File: src/rtl/countdown_pkg.sv
// -----------------------------------------------------------------------------
// countdown_pkg
// Shared definitions for the MM:SS countdown timer:
//   state_t          - timer state encoding (IDLE / RUN / PAUSED / DONE)
//   BCD_MAX_UNITS    - largest value of a units digit or minute-tens digit (9)
//   BCD_MAX_TENS_SEC - largest value of the seconds-tens digit (5)
//   DIG_*            - position of each digit in the packed time vector
//   clamp_digit()    - saturate a BCD digit to its legal maximum
// -----------------------------------------------------------------------------
package countdown_pkg;

   typedef enum logic [1:0] {
      ST_IDLE   = 2'd0,
      ST_RUN    = 2'd1,
      ST_PAUSED = 2'd2,
      ST_DONE   = 2'd3
   } state_t;

   localparam logic [3:0] BCD_MAX_UNITS    = 4'd9;
   localparam logic [3:0] BCD_MAX_TENS_SEC = 4'd5;

   // Digit 0 is the least significant (seconds units); the borrow ripples up.
   localparam int NUM_DIGITS = 4;
   localparam int DIG_SEC_O  = 0;
   localparam int DIG_SEC_T  = 1;
   localparam int DIG_MIN_O  = 2;
   localparam int DIG_MIN_T  = 3;

   function automatic logic [3:0] clamp_digit(input logic [3:0] value,
                                              input logic [3:0] limit);
      return (value > limit) ? limit : value;
   endfunction

endpackage

File: src/rtl/bcd_digit_down.sv
// -----------------------------------------------------------------------------
// bcd_digit_down
// One BCD digit of a down-counter, purely combinational.
//   MAX        - value the digit wraps to when it is decremented from 0
//   digit      - current digit value
//   enable     - decrement request (tick, or borrow from the digit below)
//   next_digit - digit value after the (optional) decrement
//   borrow     - high when the digit wrapped 0 -> MAX, i.e. the digit above
//                must decrement too
// -----------------------------------------------------------------------------
module bcd_digit_down
   import countdown_pkg::*;
#(
   parameter logic [3:0] MAX = BCD_MAX_UNITS
) (
   input  logic [3:0] digit,
   input  logic       enable,
   output logic [3:0] next_digit,
   output logic       borrow
);

   always_comb begin
      next_digit = digit;
      borrow     = 1'b0;
      if (enable) begin
         if (digit == 4'd0) begin
            next_digit = MAX;
            borrow     = 1'b1;
         end else begin
            next_digit = digit - 4'd1;
         end
      end
   end

endmodule

File: src/rtl/countdown_timer.sv
// -----------------------------------------------------------------------------
// countdown_timer
// MM:SS BCD countdown timer driven by a 1 Hz square wave.
//   DONE_HOLD_S - number of 1 Hz ticks DONE is held before returning to IDLE
// Ports:
//   clk_50MHz             - system clock
//   set_n                 - asynchronous active-high reset
//   clk_1Hz               - 1 Hz square wave, synchronous to clk_50MHz
//   load                  - strobe: capture load_* digits, go to IDLE
//   load_min_t..load_sec_o- BCD preset (clamped to 99:59)
//   start                 - strobe: begin or resume counting
//   pause                 - strobe: freeze counting while running
//   min_t..sec_o          - current time, BCD, registered
//   running               - high while counting
//   done                  - high while the expired time is being held
// -----------------------------------------------------------------------------
module countdown_timer
   import countdown_pkg::*;
#(
   parameter int DONE_HOLD_S = 5
) (
   input  logic       clk_50MHz,
   input  logic       set_n,
   input  logic       clk_1Hz,
   input  logic       load,
   input  logic [3:0] load_min_t,
   input  logic [3:0] load_min_o,
   input  logic [3:0] load_sec_t,
   input  logic [3:0] load_sec_o,
   input  logic       start,
   input  logic       pause,
   output logic [3:0] min_t,
   output logic [3:0] min_o,
   output logic [3:0] sec_t,
   output logic [3:0] sec_o,
   output logic       running,
   output logic       done
);

   // The hold counter runs 0 .. DONE_HOLD_S-1 inside DONE.
   localparam int HOLD_W = (DONE_HOLD_S > 1) ? $clog2(DONE_HOLD_S) : 1;
   localparam logic [HOLD_W-1:0] HOLD_LAST =
      HOLD_W'((DONE_HOLD_S > 0) ? DONE_HOLD_S - 1 : 0);

   state_t                          state_reg;
   logic [NUM_DIGITS-1:0][3:0]      digit_reg;
   logic [HOLD_W-1:0]               hold_cnt_reg;
   logic                            clk_1hz_reg;
   logic                            running_reg;
   logic                            done_reg;

   logic                            tick;
   logic [NUM_DIGITS-1:0][3:0]      digit_dec;
   logic [NUM_DIGITS:0]             borrow_chain;
   logic [NUM_DIGITS-1:0][3:0]      load_raw;
   logic [NUM_DIGITS-1:0][3:0]      load_clamped;
   logic                            time_zero;
   logic                            dec_zero;

   // Tick is high for the single clk_50MHz cycle in which clk_1Hz is first
   // seen high; it acts on the clock edge that ends that cycle.
   assign tick = clk_1Hz & ~clk_1hz_reg;

   // Decrement only ever starts at the seconds-units digit while running.
   assign borrow_chain[0] = tick && (state_reg == ST_RUN);

   assign load_raw = {load_min_t, load_min_o, load_sec_t, load_sec_o};

   genvar gi;
   generate
      for (gi = 0; gi < NUM_DIGITS; gi++) begin : g_digit
         localparam logic [3:0] DIGIT_MAX =
            (gi == DIG_SEC_T) ? BCD_MAX_TENS_SEC : BCD_MAX_UNITS;

         bcd_digit_down #(
            .MAX        (DIGIT_MAX)
         ) u_digit (
            .digit      (digit_reg[gi]),
            .enable     (borrow_chain[gi]),
            .next_digit (digit_dec[gi]),
            .borrow     (borrow_chain[gi+1])
         );

         assign load_clamped[gi] = clamp_digit(load_raw[gi], DIGIT_MAX);
      end
   endgenerate

   assign time_zero = (digit_reg == '0);
   assign dec_zero  = (digit_dec == '0);

   always_ff @(posedge clk_50MHz or posedge set_n) begin
      if (set_n) begin
         state_reg    <= ST_IDLE;
         digit_reg    <= '0;
         hold_cnt_reg <= '0;
         clk_1hz_reg  <= 1'b0;
         running_reg  <= 1'b0;
         done_reg     <= 1'b0;
      end else begin
         clk_1hz_reg <= clk_1Hz;

         if (load) begin
            // Load overrides any start/pause arriving in the same cycle.
            digit_reg    <= load_clamped;
            state_reg    <= ST_IDLE;
            hold_cnt_reg <= '0;
            running_reg  <= 1'b0;
            done_reg     <= 1'b0;
         end else begin
            case (state_reg)
               ST_RUN: begin
                  if (pause) begin
                     // Pause wins over a coincident tick: time stays frozen.
                     state_reg   <= ST_PAUSED;
                     running_reg <= 1'b0;
                  end else if (tick) begin
                     if (borrow_chain[NUM_DIGITS]) begin
                        // Would wrap past 00:00; stop at zero instead.
                        state_reg    <= ST_DONE;
                        hold_cnt_reg <= '0;
                        running_reg  <= 1'b0;
                        done_reg     <= 1'b1;
                     end else begin
                        digit_reg <= digit_dec;
                        if (dec_zero) begin
                           state_reg    <= ST_DONE;
                           hold_cnt_reg <= '0;
                           running_reg  <= 1'b0;
                           done_reg     <= 1'b1;
                        end
                     end
                  end
               end

               default: begin
                  // IDLE, PAUSED and DONE all honour start the same way; a
                  // start at 00:00 (re)enters DONE with a fresh hold period.
                  if (start) begin
                     hold_cnt_reg <= '0;
                     if (time_zero) begin
                        state_reg   <= ST_DONE;
                        running_reg <= 1'b0;
                        done_reg    <= 1'b1;
                     end else begin
                        state_reg   <= ST_RUN;
                        running_reg <= 1'b1;
                        done_reg    <= 1'b0;
                     end
                  end else if ((state_reg == ST_DONE) && tick) begin
                     if (hold_cnt_reg >= HOLD_LAST) begin
                        state_reg    <= ST_IDLE;
                        hold_cnt_reg <= '0;
                        done_reg     <= 1'b0;
                     end else begin
                        hold_cnt_reg <= hold_cnt_reg + 1'b1;
                     end
                  end
               end
            endcase
         end
      end
   end

   assign min_t   = digit_reg[DIG_MIN_T];
   assign min_o   = digit_reg[DIG_MIN_O];
   assign sec_t   = digit_reg[DIG_SEC_T];
   assign sec_o   = digit_reg[DIG_SEC_O];
   assign running = running_reg;
   assign done    = done_reg;

endmodule

File: config.mk
export PLATFORM = sky130hd
export DESIGN_NAME = countdown_timer
export DESIGN_NICKNAME = d
export VERILOG_FILES = /design/src/rtl/countdown_pkg.sv /design/src/rtl/bcd_digit_down.sv /design/src/rtl/countdown_timer.sv
export SDC_FILE = /design/constraint.sdc
export NUM_CORES = 1
export LEC_CHECK = 0
export CORE_MARGIN = 2
export CORE_UTILIZATION = 40
export DETAILED_ROUTE_END_ITERATION = 6
export MAX_ROUTING_LAYER = met4
export PLACE_DENSITY_LB_ADDON = 0.05
export SETUP_SLACK_MARGIN = 0.15
export SLEW_MARGIN = 15
export SYNTH_ARGS = -nofsm -noshare
export SYNTH_HDL_FRONTEND = slang
export SYNTH_HIERARCHICAL = 1
export SYNTH_SLANG_ARGS = --single-unit
File: constraint.sdc
create_clock -name clk_50MHz -period 12.85 [get_ports clk_50MHz]
set_input_delay 2.57 -clock clk_50MHz [delete_from_list [all_inputs] [get_ports clk_50MHz]]
set_output_delay 2.57 -clock clk_50MHz [all_outputs]
set_load 0.005 [all_outputs]
==> summary.md, run 1 <==
| Metric | Value |
|---|---|
| TritonCTS clock tree | yes |
| Measured slew at the worst slew-check pin | 0.930 ns |
| # fillers | 372 |
| Crit end category | flip-flop |
| Number of remaining DRC errors | 0 |
| NetSw | 0.0000589 W |
| Die width | 69.5 µm |
| Most frequent cells in the layout | 39 x clkdlybuf4s50_1, 24 x dfrtp_1, 17 x mux2i_1, 16 x o21ai_0, 12 x nor2_1 |
| Initial antenna violation count | 0 |
| DP HPWL | 3140 µm |
| Vias in the first global route | 1,500 |
| Yosys reg bits | 24 |
| Seq/Total Area, Yosys | 35.0% |
| Peak VDD IR | 42.6 µV |
| DRT Wirelength | 4200 µm |
| Unrepaired setup endpoints after global routing | no |
| H-tree Lvls | 1 |
| Synthesized net count | 205 |
| First-pass GRT wire length | 7030 µm |
| Synth Area per Inst | 9.47 µm² |
| Post-CTS sizing | 0 |
| Post-DRT Antenna Nets | 0 |
| P&R area growth vs syn | 28.6% |
| CTS max path bufs | 2 |
| Ratio of final minimum period to clock period | 53.4% |
| Ratio of cells with drive above 1 in the final layout | 11.0% |
| Metal3 WL | 173 µm |
| Async set or reset register ratio after synthesis | 100% |
| Min-delay worst type | flip-flop to flip-flop |
| Maxcap violations | 0 |
| Gr usage total | 18.3% |
| Flop pwr share | 43.6% |
| Yosys warnings | 6 |
| Post-CTS Hold Fix Bufs | 0 |
| Synthesized cell area | 1710 µm² |
| Die height | 69.5 µm |
| Core Box Area | 4060 µm² |
| CP Class | primary input to flip-flop |
| Inserted Clock Buffers | 3 |
| Pin count of the biggest net entering global routing | 31 |
| Crit-path max FO | 6 |
| GPL Wtd Cong | 0.857 |
| Initial DRC count | 74 |
| Reg clk slew, reported paths | 0.09 ns |
| Die area | 4820 µm² |
| Final setup fails | 0 |
| IO buf count | 39 |
| Setup slack, reg-to-reg | 8.18 ns |
| Clk_lat worst skew | 0.27 ns |
| Final Util | 54.3% |
| Final TNS setup | 0 ns |
| Commonest non-fill, non-tap cell in the layout | clkdlybuf4s50_1 |
| Comb pwr share | 24.0% |
| Routed vias | 1,547 |
| Inst Count DP | 265 |
| Leakage | 0.977 nW |
| WHS Path Cells | 2 |
| Cells on worst reg2reg path | 17 |
| Synth cell types | 46 |
| Avg WL per Cell | 15.6 µm |
| Post-synth top flop | dfrtp_1 |
| M1 WL | 1790 µm |
| Vias per cell | 5.75 |
| Drt pass-1 iters | 4 |
| Io pins | 40 |
| Internal power | 0.000151 W |
| WHS | 0.574 ns |
| Fmax | 146 MHz |
| Worst Path Arrival | 7.02 ns |
| Max_slew headroom | 37.9% |
| Slew Viols, Final | 0 |
| RR Endpoint | state_reg[0] |
| Worst R2R Start | state_reg[1] |
| Clock share of power | 32.4% |
| Post CTS Setup Buffer Count | 0 |
| Row count | 23 |
| Grt ovf | 0 |
| Critical Path RT | 13.01 ns |
| Startpoint types | primary input |
| Clk sinks | 24 |
| PwrDens | 95.2 nW/µm² |
| Met2 wire length | 2170 µm |
| Root buf cell | clkbuf_8 |
| Post-synth EDFFs | 0 |
| Final Non-Filler Cells | 269 |
| Hold Path Sink | hold_cnt_reg[1] |
| Clock Skews | 0.00288 ns |
| Status | complete, no violations |
| Switching share of power | 28.1% |
| Antenna cell count | 0 |
| Final min period | 6.86 ns |
| Cells after synthesis | 181 |
| Source of the worst hold timing path | hold_cnt_reg[1] |
| Final Total Pwr | 0.000210 W |
| Initial Utilization | 42.2% |
| Final hold viol count | 0 |
| Nets | 244 |
| Top sig layer | met4 |
## worst max path at each step
stage / start / slack [ns] / end / depth (start not counted)
2_1_floorplan: clk_1Hz / 6.73 / state_reg[0] / 17
3_3_place_gp: clk_1Hz / 5.92 / state_reg[0] / 18
3_5_place_dp: clk_1Hz / 5.75 / state_reg[0] / 18
4_1_cts: clk_1Hz / 6.00 / state_reg[0] / 18
5_1_grt: clk_1Hz / 5.58 / state_reg[0] / 18
6_report: clk_1Hz / 5.99 / state_reg[0] / 18
## stage by stage
step | worst slack [ns] | cell area (µm²)
floorplan | 6.73 | 1710
global placement | 5.92 | 2130
detailed placement | 5.75 | 2130
CTS | 6.00 | 2200
global route | 5.58 | 2200
finish | 5.99 | 2200
## routing by layer
metal | vias up | track usage [%]
li1 | 755 | -
met1 | 744 | 21.8
met2 | 41 | 32.2
met3 | 7 | 2.47
met4 | 0 | 5.66
met5 | - | -
## cell usage after synthesis, drive strengths merged (2+ instances only)
master / count / area, µm²
a21o: 3 / 26.3
buf: 2 / 18.8
xor2: 7 / 61.3
inv: 7 / 26.3
a31oi: 2 / 12.5
dfrtp: 24 / 601
clkbuf: 3 / 11.3
and3b: 2 / 18.8
mux2i: 17 / 170
nand2: 11 / 43.8
o21ai: 25 / 125
nand3: 3 / 15.0
nor3: 8 / 40.0
a21oi: 6 / 30.0
and2b: 2 / 17.5
nand3b: 2 / 15.0
nor4: 11 / 111
o21a: 4 / 30.0
or3: 2 / 17.5
nor2: 13 / 51.3
nand2b: 7 / 66.3
a211oi: 3 / 27.5
ha: 2 / 25.0
or4b: 3 / 30.0
## power by group through the flow
stage | Clock [W] | Combinational (W) | Sequential [W]
floorplan | 0 | 0.0000282 | 0.0000909
global placement | 0 | 0.0000495 | 0.0000926
detailed placement | 0 | 0.0000503 | 0.0000930
CTS | 0.0000693 | 0.0000507 | 0.0000915
global route | 0.0000730 | 0.0000553 | 0.0000928
finish | 0.0000681 | 0.0000503 | 0.0000916
## critical path: stages
cell             delay [ns]
clkdlybuf4s50_1        0.52
nand2b_1               0.09
nor2_1                 0.26
nand2b_4               0.10
nor4_1                 0.32
inv_1                  0.10
or3_4                  0.36
nor3_1                 0.39
nand2b_4               0.11
nor4_1                 0.57
nand2b_4               0.13
o21ai_0                0.18
nand2_1                0.13
nor4_4                 0.29
a41oi_2                0.23
a211oi_2               0.34
mux2i_1                0.25
nor2_1                 0.06
## cell type report
| class | count | area [µm²] | area share, % |
|---|---|---|---|
| well taps | 50 | 62.6 | 2.84 |
| inverters | 7 | 26.3 | 1.19 |
| clock inverters | 1 | 30.0 | 1.36 |
| repair buffers | 40 | 398 | 18.0 |
| multi-input cells | 144 | 1050 | 47.4 |
| flip-flops and latches | 24 | 601 | 27.2 |
| clock buffers | 3 | 41.3 | 1.87 |
## cell families after synthesis
family / after synthesis / share of synthesized area (%)
DFF: 24 / 35.0
muxes: 17 / 9.93
buffers and inverters: 13 / 3.94
AOI/OAI and AO/OA: 51 / 19.7
and+or+nand+nor: 66 / 25.8
xor gates and xnor gates: 8 / 4.09
adders and majority gates: 2 / 1.46
(Power assumes the default switching activity.)
==> inputs of run 2 (changes only) <==
==> constraint.sdc (replaced) <==
create_clock -name clk_50MHz -period 5.95 [get_ports clk_50MHz]
set_input_delay 1.19 -clock clk_50MHz [delete_from_list [all_inputs] [get_ports clk_50MHz]]
set_output_delay 1.19 -clock clk_50MHz [all_outputs]
set_load 0.005 [all_outputs]
==> run 2 against run 1 <==
Flip-flop and latch count did not move; design area down 1.4%; sequential share of layout area up 0.38 points; final cell count down 0.37%; die area stayed put; total power increased by 91%; clock skew increased by 0.0034 ns; via count is 0.26% lower; register-to-register slack lost 6.6 ns; routed wire length shrank 1.4%; combinational power rose by 110%.
==> summary.md, run 2 (synthesis gave the netlist of run 1 again) <==
| Metric | Value |
|---|---|
| Die area | 4820 µm² |
| Clk_lat worst skew | 0.27 ns |
| Clock Skews | 0.00624 ns |
| Crit end category | flip-flop |
| NetSw | 0.000121 W |
| Min-delay worst type | flip-flop to flip-flop |
| Maxcap violations | 0 |
| Internal power | 0.000281 W |
| DRT Wirelength | 4140 µm |
| Avg WL per Cell | 15.5 µm |
| Unrepaired setup endpoints after global routing | no |
| Crit-path max FO | 6 |
| Initial Utilization | 42.2% |
| Ratio of cells with drive above 1 in the final layout | 10.6% |
| Flop pwr share | 49.4% |
| Gr usage total | 19.0% |
| Buffers & Inverters on Critical Path | 3 |
| Ratio of final minimum period to clock period | 87.2% |
| Grt ovf | 0 |
| CP Class | primary input to flip-flop |
| CP startpoint | clk_1Hz |
| CTS max path bufs | 2 |
| Number of remaining DRC errors | 0 |
| CP max stage cell | clkdlybuf4s50_1 |
| Pin count of the biggest net entering global routing | 31 |
| Nets | 244 |
| Routed vias | 1,543 |
| WHS | 0.572 ns |
| Root buf cell | clkbuf_8 |
| Io pins | 40 |
| Measured slew at the worst slew-check pin | 0.967 ns |
| Post-DRT Antenna Nets | 0 |
| Leakage | 0.964 nW |
| Source of the worst hold timing path | running |
| Final min period | 5.19 ns |
| Worst R2R Start | state_reg[1] |
| First-pass GRT wire length | 7180 µm |
| Reg clk slew, reported paths | 0.08 ns |
| H-tree Lvls | 1 |
| Max_slew headroom | 35.4% |
| TritonCTS clock tree | yes |
| Fmax | 193 MHz |
| Slew Viols, Final | 0 |
| Comb pwr share | 26.6% |
| Core Box Area | 4060 µm² |
| Initial DRC count | 102 |
| Startpoint types | primary input |
| Commonest non-fill, non-tap cell in the layout | clkdlybuf4s50_1 |
| PwrDens | 185 nW/µm² |
| CP top delay family | simple AND/OR/NAND/NOR gates |
| Initial antenna violation count | 0 |
| Row count | 23 |
| Inserted Clock Buffers | 3 |
| Final setup fails | 0 |
| Clk sinks | 24 |
| Peak VDD IR | 106 µV |
| Vias per cell | 5.76 |
| Largest stage delay, worst path | 0.52 ns |
| Post-CTS Hold Fix Bufs | 0 |
| Most frequent cells in the layout | 39 x clkdlybuf4s50_1, 24 x dfrtp_1, 17 x mux2i_1, 16 x o21ai_0, 12 x nor2_1 |
| IO buf count | 39 |
| Worst Path Arrival | 5.30 ns |
| Status | complete, no violations |
| GPL Wtd Cong | 0.859 |
| Die height | 69.5 µm |
| # fillers | 366 |
| Switching share of power | 30.0% |
| Critical Path RT | 6.07 ns |
| Post CTS Setup Buffer Count | 0 |
| Critical-path cell list | clkdlybuf4s50_1, nand2b_1, nor2_1, nand2b_4, nor4_1, inv_1, or3_4, nor3_1, nand2b_4, nor4_1, buf_4, nand2b_4, o21ai_0, nand2_1, nor4_4, a41oi_2, a211oi_2, mux2i_1, nor2_1 |
| Vias in the first global route | 1,529 |
| Drt pass-1 iters | 4 |
| Crit path top cell by count | nand2b_4 |
| Die width | 69.5 µm |
| DP HPWL | 3100 µm |
| Final TNS setup | 0 ns |
| Final hold viol count | 0 |
| P&R area growth vs syn | 26.9% |
| Antenna cell count | 0 |
| Post-CTS sizing | 0 |
| Clock share of power | 24.1% |
-- run 2: area by class of cell --
type                       instances  area (µm²)  share of cell area (%)
clock buffer                       3        41.3                    1.90
inverter                           7        26.3                    1.21
multi-input combinational        144        1050                    48.1
sequential                        24         601                    27.6
tap                               50        62.6                    2.88
timing repair buffer              40         398                    18.3
-- run 2: worst paths after layout --
path	slack, ns	cells after the start	to
max in group asynchronous	3.97	2	sec_t[0]
worst min register to register	0.57	2	running
worst max-delay path	0.76	19	state_reg[0]
worst max register to register	1.58	18	state_reg[0]
min in group asynchronous	1.42	2	min_o[0]
worst min-delay path	0.57	2	running
-- run 2: worst reg2reg max path, cell delays in order, from the launching register on --
cell	delay (ns)
dfrtp_1	0.41
nand2b_1	0.28
nor2_1	0.30
nand2b_4	0.11
nor4_1	0.31
inv_1	0.10
or3_4	0.37
nor3_1	0.38
nand2b_4	0.11
nor4_1	0.19
buf_4	0.18
nand2b_4	0.07
o21ai_0	0.17
nand2_1	0.14
nor4_4	0.29
a41oi_2	0.23
a211oi_2	0.33
mux2i_1	0.21
nor2_1	0.06
-- run 2: power by group through the flow --
| stage | sequential, W | combinational [W] | clock (W) |
|---|---|---|---|
| finish | 0.000198 | 0.000107 | 0.0000966 |
| global route | 0.000202 | 0.000118 | 0.000109 |
| CTS | 0.000198 | 0.000108 | 0.000104 |
| detailed placement | 0.000201 | 0.000108 | 0 |
| global placement | 0.000200 | 0.000107 | 0 |
| floorplan | 0.000196 | 0.0000609 | 0 |
-- run 2: per-stage QoR --
stage	power [W]	cell area [µm²]	util [%]	setup slack, ns	std cells
floorplan	0.000257	1710	-	1.21	181
detailed placement	0.000309	2130	52.6	0.511	265
global route	0.000429	2170	53.6	0.268	268
finish	0.000402	2170	53.6	0.762	268
global placement	0.000307	2130	52.6	0.597	265
CTS	0.000410	2170	53.6	0.781	268
-- run 2: metal layers --
layer	GRT usage [%]	part of all wire, %	wire length [µm]
met1	21.7	43	1800
met2	33.5	52	2170
met3	3.78	3.1	128
met4	5.45	0.99	41
met5	-	0	0
==> inputs of run 3 (changes only) <==
--- a/config.mk
+++ b/config.mk
@@ -8,9 +8,9 @@
 export CORE_MARGIN = 2
 export CORE_UTILIZATION = 40
 export DETAILED_ROUTE_END_ITERATION = 6
+export HOLD_SLACK_MARGIN = 0.08
 export MAX_ROUTING_LAYER = met4
-export PLACE_DENSITY_LB_ADDON = 0.05
-export SETUP_SLACK_MARGIN = 0.15
+export PLACE_DENSITY_LB_ADDON = 0.1
 export SLEW_MARGIN = 15
 export SYNTH_ARGS = -nofsm -noshare
 export SYNTH_HDL_FRONTEND = slang
==> run 3 against run 2 <==
Count of clock-buffer cells in the layout rose by 1; global-route usage fell by 0.069 points; critical path type unchanged; largest power group unchanged; via count fell by 0.84%; flip-flop and latch count did not move.
==> summary.md, run 3 (synthesis gave the netlist of run 1 again) <==
| Metric | Value |
|---|---|
| Slew Viols, Final | 0 |
| Crit path top cell by count | nand2b_4 |
| Crit end category | flip-flop |
| Routed vias | 1,530 |
| Reg clk slew, reported paths | 0.09 ns |
| Avg WL per Cell | 15.4 µm |
| Hold Path Sink | hold_cnt_reg[1] |
| Antenna cell count | 0 |
| CP Class | primary input to flip-flop |
| CP top delay family | simple AND/OR/NAND/NOR gates |
| Nets | 244 |
| GPL Wtd Cong | 0.888 |
| Final instance area | 2190 µm² |
| Post-CTS sizing | 0 |
| WHS Path Cells | 2 |
| Ratio of cells with drive above 1 in the final layout | 11.0% |
| Buffers & Inverters on Critical Path | 3 |
| Final Util | 53.9% |
| Unrepaired setup endpoints after global routing | no |
| Initial Utilization | 42.2% |
| DP HPWL | 3110 µm |
| Crit-path max FO | 6 |
| Clock Skews | 0.00393 ns |
| TritonCTS clock tree | yes |
| Post CTS Setup Buffer Count | 0 |
| Setup slack, reg-to-reg | 1.52 ns |
| Clock share of power | 27.8% |
| # fillers | 369 |
| Startpoint types | primary input |
| Clk sinks | 24 |
| WHS | 0.581 ns |
| Critical-path cell list | clkdlybuf4s50_1, nand2b_1, nor2_1, nand2b_4, nor4_1, inv_1, or3_4, nor3_1, nand2b_4, nor4_1, buf_4, nand2b_4, o21ai_0, nand2_1, nor4_4, a41oi_2, a211oi_2, mux2i_1, nor2_1 |
| Most frequent cells in the layout | 39 x clkdlybuf4s50_1, 24 x dfrtp_1, 17 x mux2i_1, 16 x o21ai_0, 12 x nor2_1 |
| Die area | 4820 µm² |
| Commonest non-fill, non-tap cell in the layout | clkdlybuf4s50_1 |
| Initial antenna violation count | 0 |
| Final Total Pwr | 0.000423 W |
| Internal power | 0.000295 W |
| Measured slew at the worst slew-check pin | 0.973 ns |
| Clk_lat worst skew | 0.28 ns |
| Pin count of the biggest net entering global routing | 31 |
| Post-DRT Antenna Nets | 0 |
| Number of remaining DRC errors | 0 |
| Vias in the first global route | 1,576 |
| Io pins | 40 |
| Worst R2R Start | state_reg[1] |
| Status | complete, no violations |
| Row count | 23 |
| DRT Wirelength | 4150 µm |
| P&R area growth vs syn | 27.7% |
| Cells on worst reg2reg path | 18 |
| Post-CTS Hold Fix Bufs | 0 |
| Inserted Clock Buffers | 3 |
| Gr usage total | 18.9% |
| H-tree Lvls | 1 |
| Root buf cell | clkbuf_8 |
| Critical Path RT | 6.08 ns |
| Source of the worst hold timing path | hold_cnt_reg[1] |
| First-pass GRT wire length | 7260 µm |
| Final setup fails | 0 |
| Max_slew headroom | 35.0% |
| Core Box Area | 4060 µm² |
| CTS max path bufs | 2 |
| Die height | 69.5 µm |
| Dpl cell area | 2130 µm² |
| Die width | 69.5 µm |
| Switching share of power | 30.2% |
| PwrDens | 193 nW/µm² |
| RR Endpoint | state_reg[0] |
| Leakage | 0.971 nW |
| Final min period | 5.23 ns |
| Final TNS setup | 0 ns |
| Comb pwr share | 25.6% |
| Peak VDD IR | 91.1 µV |
| Worst Path Arrival | 5.36 ns |
| IO buf count | 39 |
| Final hold viol count | 0 |
| Vias per cell | 5.69 |
| Ratio of final minimum period to clock period | 87.9% |
| Drt pass-1 iters | 4 |
| Largest stage delay, worst path | 0.52 ns |
| Fmax | 191 MHz |
| Initial DRC count | 99 |
| Grt ovf | 0 |
| Maxcap violations | 0 |
| Flop pwr share | 46.6% |
| CP max stage cell | clkdlybuf4s50_1 |
| NetSw | 0.000128 W |
| Min-delay worst type | flip-flop to flip-flop |
==> run 3: cell type report <==
type	instances	area [µm²]	share of cell area, %
well taps	50	62.6	2.86
repair buffers	40	398	18.2
inverters	7	26.3	1.20
multi-input cells	144	1050	47.8
clock buffers	4	55.1	2.52
flip-flops and latches	24	601	27.4
==> run 3: worst min-delay path, cell delays in order, from the launching register on <==
cell and delay (ns):
dfrtp_1 0.39, inv_1 0.07, o21ai_1 0.08
==> run 3: worst max path at each step <==
stage	from	endpoint	slack, ns	cells past startpoint
5_1_grt	clk_1Hz	state_reg[0]	0.25	19
6_report	clk_1Hz	state_reg[0]	0.72	19
4_1_cts	clk_1Hz	state_reg[0]	0.72	19
2_1_floorplan	clk_1Hz	state_reg[0]	1.21	17
3_5_place_dp	clk_1Hz	state_reg[0]	0.43	19
3_3_place_gp	clk_1Hz	sec_t[1]	0.59	17
==> run 3: per-stage QoR <==
| step | setup WS (ns) | instances |
|---|---|---|
| final | 0.722 | 269 |
| after global routing | 0.250 | 269 |
| after CTS | 0.721 | 269 |
| after detailed placement | 0.430 | 265 |
| after global placement | 0.592 | 265 |
| after floorplan | 1.21 | 181 |
==> run 3: routing by layer <==
metal / global-route usage, % / up-vias / part of all wire, %
li1: - / 748 / -
met1: 21.6 / 727 / 42
met2: 32.5 / 44 / 50
met3: 3.20 / 11 / 5.0
met4: 8.28 / 0 / 2.7
met5: - / - / 0
==> run 3: power groups by stage <==
stage	registers, W	logic (W)	clock network [W]
after floorplan	0.000196	0.0000609	0
final	0.000197	0.000108	0.000118
after CTS	0.000197	0.000109	0.000119
after global routing	0.000201	0.000119	0.000126
after detailed placement	0.000200	0.000109	0
after global placement	0.000200	0.000107	0
